<file path="config.mk">
export PLATFORM = sky130hd
export DESIGN_NAME = uart_boot_loader
export DESIGN_NICKNAME = d
export VERILOG_FILES = /design/src/rtl/uart_boot_loader.sv
export SDC_FILE = /design/constraint.sdc
export NUM_CORES = 1
export LEC_CHECK = 0
export ABC_AREA = 1
export BUFFER_PORTS_ARGS = -buffer_cell sky130_fd_sc_hd__buf_2
export CORE_MARGIN = 2
export CORE_UTILIZATION = 38
export DETAILED_ROUTE_END_ITERATION = 12
export HOLD_SLACK_MARGIN = 0.03
export PLACE_DENSITY = 0.64
export SYNTH_ARGS = -nofsm -noshare
export SYNTH_HDL_FRONTEND = slang
export SYNTH_SLANG_ARGS = --single-unit
</file>
<file path="constraint.sdc">
create_clock -name clk -period 2.2 [get_ports clk]
set_input_delay 0.22 -clock clk [delete_from_list [all_inputs] [get_ports clk]]
set_output_delay 0.22 -clock clk [all_outputs]
set_load 0.05 [all_outputs]
</file>
<file path="src/rtl/uart_boot_loader.sv">
// rtl/uart_boot_loader.sv - framed UART image loader that fills program BSRAM, then releases the CPU
module uart_boot_loader #(
    parameter int         DATA_W      = 16,
    parameter int         ADDR_W      = 11,
    parameter int         MAX_WORDS   = 2048,
    parameter logic [7:0] SYNC_BYTE   = 8'hA5,
    parameter int         TIMEOUT_CYC = 27_000_000
) (
    input  logic              clk,
    input  logic              rst,
    input  logic [7:0]        rx_data,
    input  logic              rx_valid,
    output logic              mem_ce,
    output logic              mem_wre,
    output logic [ADDR_W-1:0] mem_addr,
    output logic [DATA_W-1:0] mem_din,
    output logic              boot_mode,
    output logic              boot_done,
    output logic              boot_err,
    output logic              boot_timeout,
    output logic [ADDR_W:0]   words_loaded
);

    localparam int                BPW       = DATA_W / 8;
    localparam int                BIDX_W    = (BPW > 1) ? $clog2(BPW) : 1;
    localparam logic [BIDX_W-1:0] LAST_BYTE = BIDX_W'(BPW - 1);
    localparam bit                TO_EN     = (TIMEOUT_CYC > 0);
    localparam logic [31:0]       TO_LAST   = TO_EN ? 32'(TIMEOUT_CYC - 1) : 32'd0;
    localparam logic [16:0]       MAX_LEN   = 17'(MAX_WORDS);

    typedef enum logic [2:0] {
        S_IDLE, S_LEN_LO, S_LEN_HI, S_DATA, S_CSUM, S_ERR, S_DONE
    } state_t;

    state_t              state;
    state_t              next_state;
    logic [31:0]         to_cnt;
    logic                to_armed;
    logic [7:0]          csum;
    logic [7:0]          len_lo;
    logic [15:0]         len;
    logic [15:0]         rx_words;
    logic [BIDX_W-1:0]   byte_idx;
    logic [DATA_W-1:0]   shift;
    logic                wre_q;
    logic [ADDR_W-1:0]   addr_q;
    logic [DATA_W-1:0]   din_q;
    logic [ADDR_W:0]     words_q;
    logic                err_q;
    logic                timeout_q;

    logic                sync_hit;
    logic                timeout_hit;
    logic [15:0]         len_full;
    logic                byte_last;
    logic [DATA_W-1:0]   shift_next;

    // The first byte of a word ends up in bits [7:0] after BPW right shifts
    assign shift_next  = (shift >> 8) | (DATA_W'(rx_data) << (DATA_W - 8));
    assign len_full    = {rx_data, len_lo};
    assign byte_last   = (byte_idx == LAST_BYTE);
    assign sync_hit    = (state == S_IDLE) && rx_valid && (rx_data == SYNC_BYTE);
    // A SYNC arriving on the last timeout cycle wins over the fallback
    assign timeout_hit = TO_EN && (state == S_IDLE) && to_armed && (to_cnt == TO_LAST) && !sync_hit;

    // State register
    always_ff @(posedge clk) begin
        if (rst) state <= S_IDLE;
        else     state <= next_state;
    end

    // Next-state decode
    always_comb begin
        next_state = state;
        case (state)
            S_IDLE: begin
                if (sync_hit)         next_state = S_LEN_LO;
                else if (timeout_hit) next_state = S_DONE;
            end
            S_LEN_LO: if (rx_valid) next_state = S_LEN_HI;
            S_LEN_HI: begin
                if (rx_valid) begin
                    if ({1'b0, len_full} > MAX_LEN) next_state = S_ERR;
                    else if (len_full == 16'd0)     next_state = S_CSUM;
                    else                            next_state = S_DATA;
                end
            end
            S_DATA: begin
                if (rx_valid && byte_last && (16'(rx_words + 16'd1) == len)) next_state = S_CSUM;
            end
            S_CSUM: if (rx_valid) next_state = (rx_data == csum) ? S_DONE : S_ERR;
            S_ERR:  next_state = S_IDLE;
            S_DONE: next_state = S_DONE;
            default: next_state = S_IDLE;
        endcase
    end

    // State-decoded outputs
    always_comb begin
        mem_ce    = 1'b1;
        boot_mode = (state != S_DONE);
        boot_done = (state == S_DONE);
    end

    // Datapath: timeout, checksum, word assembly and the pipelined write
    always_ff @(posedge clk) begin
        if (rst) begin
            to_cnt    <= '0;
            to_armed  <= 1'b1;
            csum      <= '0;
            len_lo    <= '0;
            len       <= '0;
            rx_words  <= '0;
            byte_idx  <= '0;
            shift     <= '0;
            wre_q     <= 1'b0;
            addr_q    <= '0;
            din_q     <= '0;
            words_q   <= '0;
            err_q     <= 1'b0;
            timeout_q <= 1'b0;
        end else begin
            wre_q <= 1'b0;
            if (wre_q) begin
                addr_q  <= addr_q + 1'b1;
                words_q <= words_q + 1'b1;
            end
            if (TO_EN && state == S_IDLE && to_armed) to_cnt <= to_cnt + 32'd1;
            if (next_state == S_ERR) err_q <= 1'b1;
            case (state)
                S_IDLE: begin
                    if (sync_hit) begin
                        to_armed <= 1'b0;
                        err_q    <= 1'b0;
                        words_q  <= '0;
                        csum     <= '0;
                        byte_idx <= '0;
                        addr_q   <= '0;
                        rx_words <= '0;
                    end else if (timeout_hit) begin
                        timeout_q <= 1'b1;
                    end
                end
                S_LEN_LO: begin
                    if (rx_valid) begin
                        len_lo <= rx_data;
                        csum   <= csum + rx_data;
                    end
                end
                S_LEN_HI: begin
                    if (rx_valid) begin
                        len  <= len_full;
                        csum <= csum + rx_data;
                    end
                end
                S_DATA: begin
                    if (rx_valid) begin
                        csum  <= csum + rx_data;
                        shift <= shift_next;
                        if (byte_last) begin
                            byte_idx <= '0;
                            wre_q    <= 1'b1;
                            din_q    <= shift_next;
                            rx_words <= rx_words + 16'd1;
                        end else begin
                            byte_idx <= byte_idx + BIDX_W'(1);
                        end
                    end
                end
                default: ;
            endcase
        end
    end

    assign mem_wre      = wre_q;
    assign mem_addr     = addr_q;
    assign mem_din      = din_q;
    assign words_loaded = words_q;
    assign boot_err     = err_q;
    assign boot_timeout = timeout_q;

endmodule

</file>
==> results of run 1 <==
[kinds of logic (layout without fill, tap and decap cells)]
group / count (synthesis) / in the layout / share of synthesized area, %
XOR/XNOR: 18 / 18 / 2.37
other: 1 / 2 / 0.0563
adder cells (fa/ha/maj): 12 / 12 / 2.37
buffers and inverters: 134 / 218 / 7.62
flip-flops: 135 / 135 / 40.5
AO/OA/AOI/OAI: 179 / 179 / 14.3
AND/OR/NAND/NOR: 474 / 474 / 32.7
[cell usage in the layout, fill, tap and decap left out, drive strengths merged, types with 5 or more instances in the layout]
cell type  instances
nor4              13
nand3             81
o21a               6
nor3b              5
clkinv             9
bufinv             6
nand2            205
buf               78
nor3              18
ha                11
clkbuf            17
dfxtp            135
inv              108
nor2             123
a21oi             91
o21ai             71
xor2              10
xnor2              8
nand4             22
[layer usage]
layer | track usage, % | vias to the layer above | share of wire [%]
li1 | - | 3292 | -
met1 | 24.6 | 2832 | 48
met2 | 30.7 | 110 | 46
met3 | 5.22 | 21 | 4.2
met4 | 7.99 | 0 | 2.3
met5 | 0 | - | 0
[final timing paths]
kind	start	endpoint	slack [ns]	cells after the start
setup reg to reg	rx_words[0]$_SDFFE_PP0P_	boot_err$_SDFF_PP0_	0.18	15
setup / recovery	rx_words[0]$_SDFFE_PP0P_	boot_err$_SDFF_PP0_	0.18	15
hold / removal	rx_data[0]	shift[8]$_SDFFE_PP0P_	0.13	3
hold reg to reg	shift[15]$_SDFFE_PP0P_	shift[15]$_SDFFE_PP0P_	0.46	2
[per-stage QoR]
step / hold slack (ns) / util (%)
floorplan: 0.368 / -
global placement: 0.447 / 42.4
detailed placement: 0.457 / 42.4
CTS: 0.112 / 46.2
global route: 0.110 / 46.7
finish: 0.126 / 46.7
[final cells by class]
class | instances | area share, %
Multi-Input combinational cell | 684 | 43.8
Sequential cell | 135 | 33.7
Timing Repair Buffer | 78 | 5.75
Clock buffer | 17 | 5.28
Inverter | 110 | 5.13
Tap cell | 225 | 3.49
Clock inverter | 13 | 2.86
Antenna cell | 1 | 0.0311
[power groups by stage]
stage	combinational, W	clock (W)	sequential, W
after floorplan	0.0000928	0	0.00251
final	0.000158	0.00318	0.00245
after CTS	0.000159	0.00324	0.00246
after global placement	0.000158	0	0.00251
after global routing	0.000177	0.00336	0.00245
after detailed placement	0.000158	0	0.00251
[worst min-delay path, delay by kind of cell]
family                 cells  cell delay (ns)
AOI/OAI and AO/OA          1             0.06
buffers and inverters      1             0.14
and+or+nand+nor            1             0.07
[repair_timing]
action / in CTS / in global routing
setup endpoints to repair: 0 / 7
setup buffers: 0 / 1
gates resized for setup: 0 / 26
hold endpoints to repair: 0 / 0
[flip-flops by register name (all words and copies together), names as in the netlist]
name,flops
boot_timeout,1
to_cnt,32
len,16
words_loaded,12
mem_din,16
shift,8
mem_wre,1
rx_words,16
byte_idx,1
len_lo,8
mem_addr,11
state,3
to_armed,1
csum,8
boot_err,1
==> impl_metrics.env, run 1 <==
export IMPL_htree_levels=4
export IMPL_synth_edf_count=0
export IMPL_cpMaxStageDelayCell="dfxtp_4"
export IMPL_wl_per_cell_um=13.5
export IMPL_status="complete, no violations"
export IMPL_cp_arrival_ns=2.37
export IMPL_min_delay_path_class="input pin to register"
export IMPL_cp_start_kind="register"
export IMPL_setup_viol=0
export IMPL_cpPeakStageDelay_ns=0.37
export IMPL_grt_pass1_wl_um=28000
export IMPL_internal_power_w=0.00461
export IMPL_synth_top_area_share_pct=40.5
export IMPL_yosys_area_top_type="dfxtp_1"
export IMPL_cts_sinks=135
export IMPL_synth_common_cells="198 x nand2_1, 135 x dfxtp_1, 109 x nor2_1"
export IMPL_synthesis_nets=976
export IMPL_rows=48
export IMPL_clk_insertion_delay_late_ns=0.42
export IMPL_postLayoutCellArea_sq_mm=0.00806
export IMPL_ys_ff_latch=135
export IMPL_switchingPower_w=0.00119
export IMPL_worstSetupPathType="register to register"
export IMPL_syn_to_final_growth_pct=20.9
export IMPL_avgSynthCellArea_sq_um=6.99
export IMPL_timing_setup_tns_ns=0
export IMPL_yosysSeqAreaShare_pct=40.5
export IMPL_max_cap_viol_count=0
export IMPL_ys_flop_type="dfxtp_1"
export IMPL_yosysMostFrequentCell="nand2_1"
export IMPL_p_seq_share_pct=42.4
export IMPL_vias=6255
export IMPL_final_cells=1263
export IMPL_power_leakage_nw=3.28
export IMPL_cts_root_buf="clkbuf_16"
export IMPL_comb_power_share_pct=2.7
export IMPL_grt_usage_pct=19.3
export IMPL_holdBufCountCts=0
export IMPL_io_pins=56
export IMPL_yosysWarningCount=0
export IMPL_dr_pass1_iters=5
export IMPL_gp_congestion=0.878
export IMPL_grt_overflow=0
export IMPL_path_buf_inv=0
export IMPL_cp_cell_sequence="ha_4, nand2_2, nor2_4, nand3_1, nand2_1, nor2_1, nor2_2, nand2_1, nor2_4, nand3_2, o21bai_4, nand3_1, nor2_2, nor2_1, nor2_1"
export IMPL_path_common_cell="nor2_1"
export IMPL_dp_hpwl_um=12400
export IMPL_sw_frac_of_total_pct=20.5
export IMPL_dp_cells=1231
export IMPL_synth_top_cells_by_area="dfxtp_1 41%, nand2_1 11%, a21oi_1 6.8%, nor2_1 6.1%, inv_1 6.0%"
export IMPL_grt_max_degree=42
export IMPL_cts_buffers=17
export IMPL_power_frac_clock_pct=54.9
export IMPL_preCtsSetupSlack_ns=0.116
export IMPL_max_freq_mhz=496
export IMPL_final_period_utilization_pct=91.6
export IMPL_drv_slew=0
export IMPL_tightest_slew_ns=0.744
export IMPL_path_max_fanout=8
export IMPL_required_ns=2.56
export IMPL_slew_headroom_pct=50.4
export IMPL_fin_nets=1049
export IMPL_async_reset_ff_share_pct=0
export IMPL_hold_viol=0
export IMPL_port_buffers=54
export IMPL_clock_path_buffers=2
export IMPL_drt_initial_drc_count=360
export IMPL_finalPower_w=0.00579
export IMPL_finalWorstSetupSlack_ns=0.184
export IMPL_n_fill_cell=1738
export IMPL_end_kind="register"
export IMPL_p_per_area_mw_per_mm2=719
export IMPL_path_clk_slew_ns=0.06
export IMPL_initial_core_util_pct=38.7
export IMPL_grt_pass1_vias=5774
export IMPL_crit_family="simple AND/OR/NAND/NOR gates"
export IMPL_rsz0062_at_grt="yes"
export IMPL_regArea_sq_mm=0.00272
export IMPL_synth_cell_type_count=43
export IMPL_drc=0
export IMPL_synthesis_area_sq_mm=0.00667
export IMPL_core_area_sq_mm=0.0172
export IMPL_cts_tree="yes"
export IMPL_ant_nets=0
export IMPL_die_width_um=136
export IMPL_totalWireLength_um=17000
export IMPL_vdd_drop_max_v=0.000550
export IMPL_fin_crit_ns=2.02
export IMPL_dieArea_sq_mm=0.0186
export IMPL_layout_drive_gt1_share_pct=16.2
export IMPL_antenna_found_initial=1
export IMPL_via_per_inst=4.95
export IMPL_clock_skew_ns=0.0102
export IMPL_synth_cells=953
export IMPL_die_h_um=136
export IMPL_placed_area_sq_mm=0.00731
export IMPL_multi_input_area_sq_mm=0.00353
Note: power is estimated with default switching activity, not from simulation.
==> inputs of run 2 (changes only) <==
--- a/config.mk
+++ b/config.mk
@@ -9,8 +9,11 @@
 export BUFFER_PORTS_ARGS = -buffer_cell sky130_fd_sc_hd__buf_2
 export CORE_MARGIN = 2
 export CORE_UTILIZATION = 38
+export CTS_BUF_LIST = sky130_fd_sc_hd__clkbuf_2
 export DETAILED_ROUTE_END_ITERATION = 12
+export GPL_TIMING_DRIVEN = 0
 export HOLD_SLACK_MARGIN = 0.03
+export MAX_ROUTING_LAYER = met4
 export PLACE_DENSITY = 0.64
 export SYNTH_ARGS = -nofsm -noshare
 export SYNTH_HDL_FRONTEND = slang
==> impl_metrics.env, run 2 (synthesized netlist as in run 1, its figures left out) <==
export IMPL_path_common_cell="nand2_1"
export IMPL_end_kind="register"
export IMPL_totalWireLength_um=18100
export IMPL_antenna_cells=0
export IMPL_layout_commonest_cell="nand2_1"
export IMPL_dieArea_sq_mm=0.0186
export IMPL_cts_buffers=17
export IMPL_max_cap_viol_count=0
export IMPL_cts_sinks=135
export IMPL_r2r_cells=18
export IMPL_ant_nets=0
export IMPL_path_max_fanout=5
export IMPL_drt_initial_drc_count=413
export IMPL_worstSetupPathType="register to register"
export IMPL_max_freq_mhz=477
export IMPL_hp_start="rst"
export IMPL_crit_family="simple AND/OR/NAND/NOR gates"
export IMPL_postLayoutCellArea_sq_mm=0.00787
export IMPL_largest_reg_flops=32
export IMPL_port_buffers=53
export IMPL_io_pins=56
export IMPL_required_ns=2.85
export IMPL_final_cells=1291
export IMPL_tightest_slew_ns=0.635
export IMPL_power_leakage_nw=3.17
export IMPL_layout_drive_gt1_share_pct=16.6
export IMPL_path_buf_inv=2
export IMPL_grt_max_degree=17
export IMPL_sw_frac_of_total_pct=24.3
export IMPL_cts_tree="yes"
export IMPL_gp_congestion=0.889
export IMPL_clock_skew_ns=0.0430
export IMPL_hold_viol=0
export IMPL_min_delay_path_class="input pin to register"
export IMPL_via_per_inst=5.04
export IMPL_hold_path_depth=2
export IMPL_rows=48
export IMPL_drv_slew=0
export IMPL_fin_nets=1077
export IMPL_n_fill_cell=1780
export IMPL_final_cell_mix="191 x nand2_1, 127 x dfxtp_1, 103 x nor2_1"
export IMPL_comb_power_share_pct=4.1
export IMPL_internal_power_w=0.00324
export IMPL_die_h_um=136
export IMPL_cpPeakStageDelay_ns=0.40
export IMPL_core_area_sq_mm=0.0172
export IMPL_reg2reg_from="rx_words[0]$_SDFFE_PP0P_"
export IMPL_p_seq_share_pct=57.4
export IMPL_p_per_area_mw_per_mm2=545
export IMPL_drc=0
export IMPL_vdd_drop_max_v=0.000294
export IMPL_placed_area_sq_mm=0.00721
export IMPL_cts_root_buf="clkbuf_2"
export IMPL_clk_insertion_delay_late_ns=0.73
export IMPL_dr_pass1_iters=5
export IMPL_power_frac_clock_pct=38.5
export IMPL_wl_per_cell_um=14.0
export IMPL_slew_headroom_pct=57.6
export IMPL_final_period_utilization_pct=95.4
export IMPL_regArea_sq_mm=0.00272
export IMPL_initial_core_util_pct=38.7
export IMPL_dp_cells=1231
export IMPL_timing_rr_end="boot_err$_SDFF_PP0_"
export IMPL_cp_cell_sequence="ha_4, nand2_4, nor2_4, buf_6, nand3_1, nand2_2, nand2_1, nand2_1, nand2_1, nor2_1, nand3_2, inv_1, nand3_1, nand2_1, nand2_1, nor2_1, nor2_1, nor2_1"
export IMPL_grt_usage_pct=20.0
export IMPL_hold_end="mem_wre$_SDFF_PP0_"
export IMPL_setup_viol=0
export IMPL_die_width_um=136
export IMPL_crit_path_start="rx_words[0]$_SDFFE_PP0P_"
export IMPL_cp_arrival_ns=2.75
export IMPL_top_register="to_cnt"
export IMPL_grt_pass1_vias=5606
export IMPL_rsz0062_at_grt="yes"
export IMPL_finalPower_w=0.00428
export IMPL_path_clk_slew_ns=0.20
export IMPL_fin_crit_ns=2.10
export IMPL_vias=6510
export IMPL_regToRegSetupSlack_ns=0.10
export IMPL_cp_start_kind="register"
export IMPL_grt_pass1_wl_um=28100
export IMPL_grt_overflow=0
export IMPL_switchingPower_w=0.00104
export IMPL_clock_path_buffers=2
export IMPL_status="complete, no violations"
export IMPL_cpMaxStageDelayCell="dfxtp_2"
export IMPL_dp_hpwl_um=13100
export IMPL_htree_levels=4
export IMPL_syn_to_final_growth_pct=18.0
export IMPL_antenna_found_initial=0
export IMPL_multi_input_area_sq_mm=0.00357
==> run 2: per-stage QoR <==
step / util (%) / TNS, ns / hold slack [ns] / setup WS (ns)
after CTS: 44.1 / 0 / 0.0313 / 0.000292
after detailed placement: 41.9 / -1.23 / 0.457 / -0.137
after global routing: 45.6 / -0.0610 / 0.0834 / -0.0255
final: 45.6 / 0 / 0.0591 / 0.102
after floorplan: - / 0 / 0.368 / 0.248
after global placement: 41.9 / -1.04 / 0.449 / -0.121
==> run 2: worst reg2reg max path, cell delays in order (launching register included) <==
cell and delay (ns):
dfxtp_2 0.40, ha_4 0.17, nand2_4 0.07, nor2_4 0.15, buf_6 0.13, nand3_1 0.09, nand2_2 0.11, nand2_1 0.05
nand2_1 0.06, nand2_1 0.05, nor2_1 0.12, nand3_2 0.13, inv_1 0.08, nand3_1 0.09, nand2_1 0.07, nand2_1 0.06
nor2_1 0.10, nor2_1 0.04, nor2_1 0.07
==> run 2: per-layer routing <==
layer / routed length (um) / global-route usage (%) / vias up
met3: 920 / 4.33 / 22
met2: 8510 / 31.2 / 148
li1: - / - / 3352
met1: 8420 / 26.1 / 2988
met4: 280 / 5.61 / 0
met5: 0 / - / -
==> run 2: repair_timing <==
action                     4_1_cts  5_1_grt
setup endpoints to repair       11       47
setup buffers                    3       16
hold buffers                    10        0
hold endpoints to repair        37        0
resized for setup                3       43
pin swaps                        2       19
gates cloned                     0        0
==> run 2: how the worst max path moves through the flow <==
stage | slack, ns | cells past startpoint | end
after floorplan | 0.25 | 11 | boot_err$_SDFF_PP0_
after global placement | -0.12 | 10 | byte_idx$_SDFFE_PP0P_
after detailed placement | -0.14 | 10 | byte_idx$_SDFFE_PP0P_
after CTS | 0.0003 | 10 | byte_idx$_SDFFE_PP0P_
after global routing | -0.03 | 19 | boot_err$_SDFF_PP0_
final | 0.10 | 18 | boot_err$_SDFF_PP0_
==> run 2: final cells by class <==
cell class                 instances  share of cell area (%)
buffer                            24                    1.24
multi-input combinational        684                    45.4
tap                              225                    3.58
inverter                         110                    5.33
timing repair buffer              82                    6.66
sequential                       135                    34.5
clock inverter                    11                    1.99
clock buffer                      20                    1.27
==> run 2: power groups by stage <==
stage | combinational [W] | sequential, W | clock [W]
floorplan | 0.0000928 | 0.00251 | 0
CTS | 0.000174 | 0.00246 | 0.00168
global placement | 0.000159 | 0.00251 | 0
finish | 0.000175 | 0.00246 | 0.00165
detailed placement | 0.000160 | 0.00251 | 0
global route | 0.000193 | 0.00246 | 0.00180
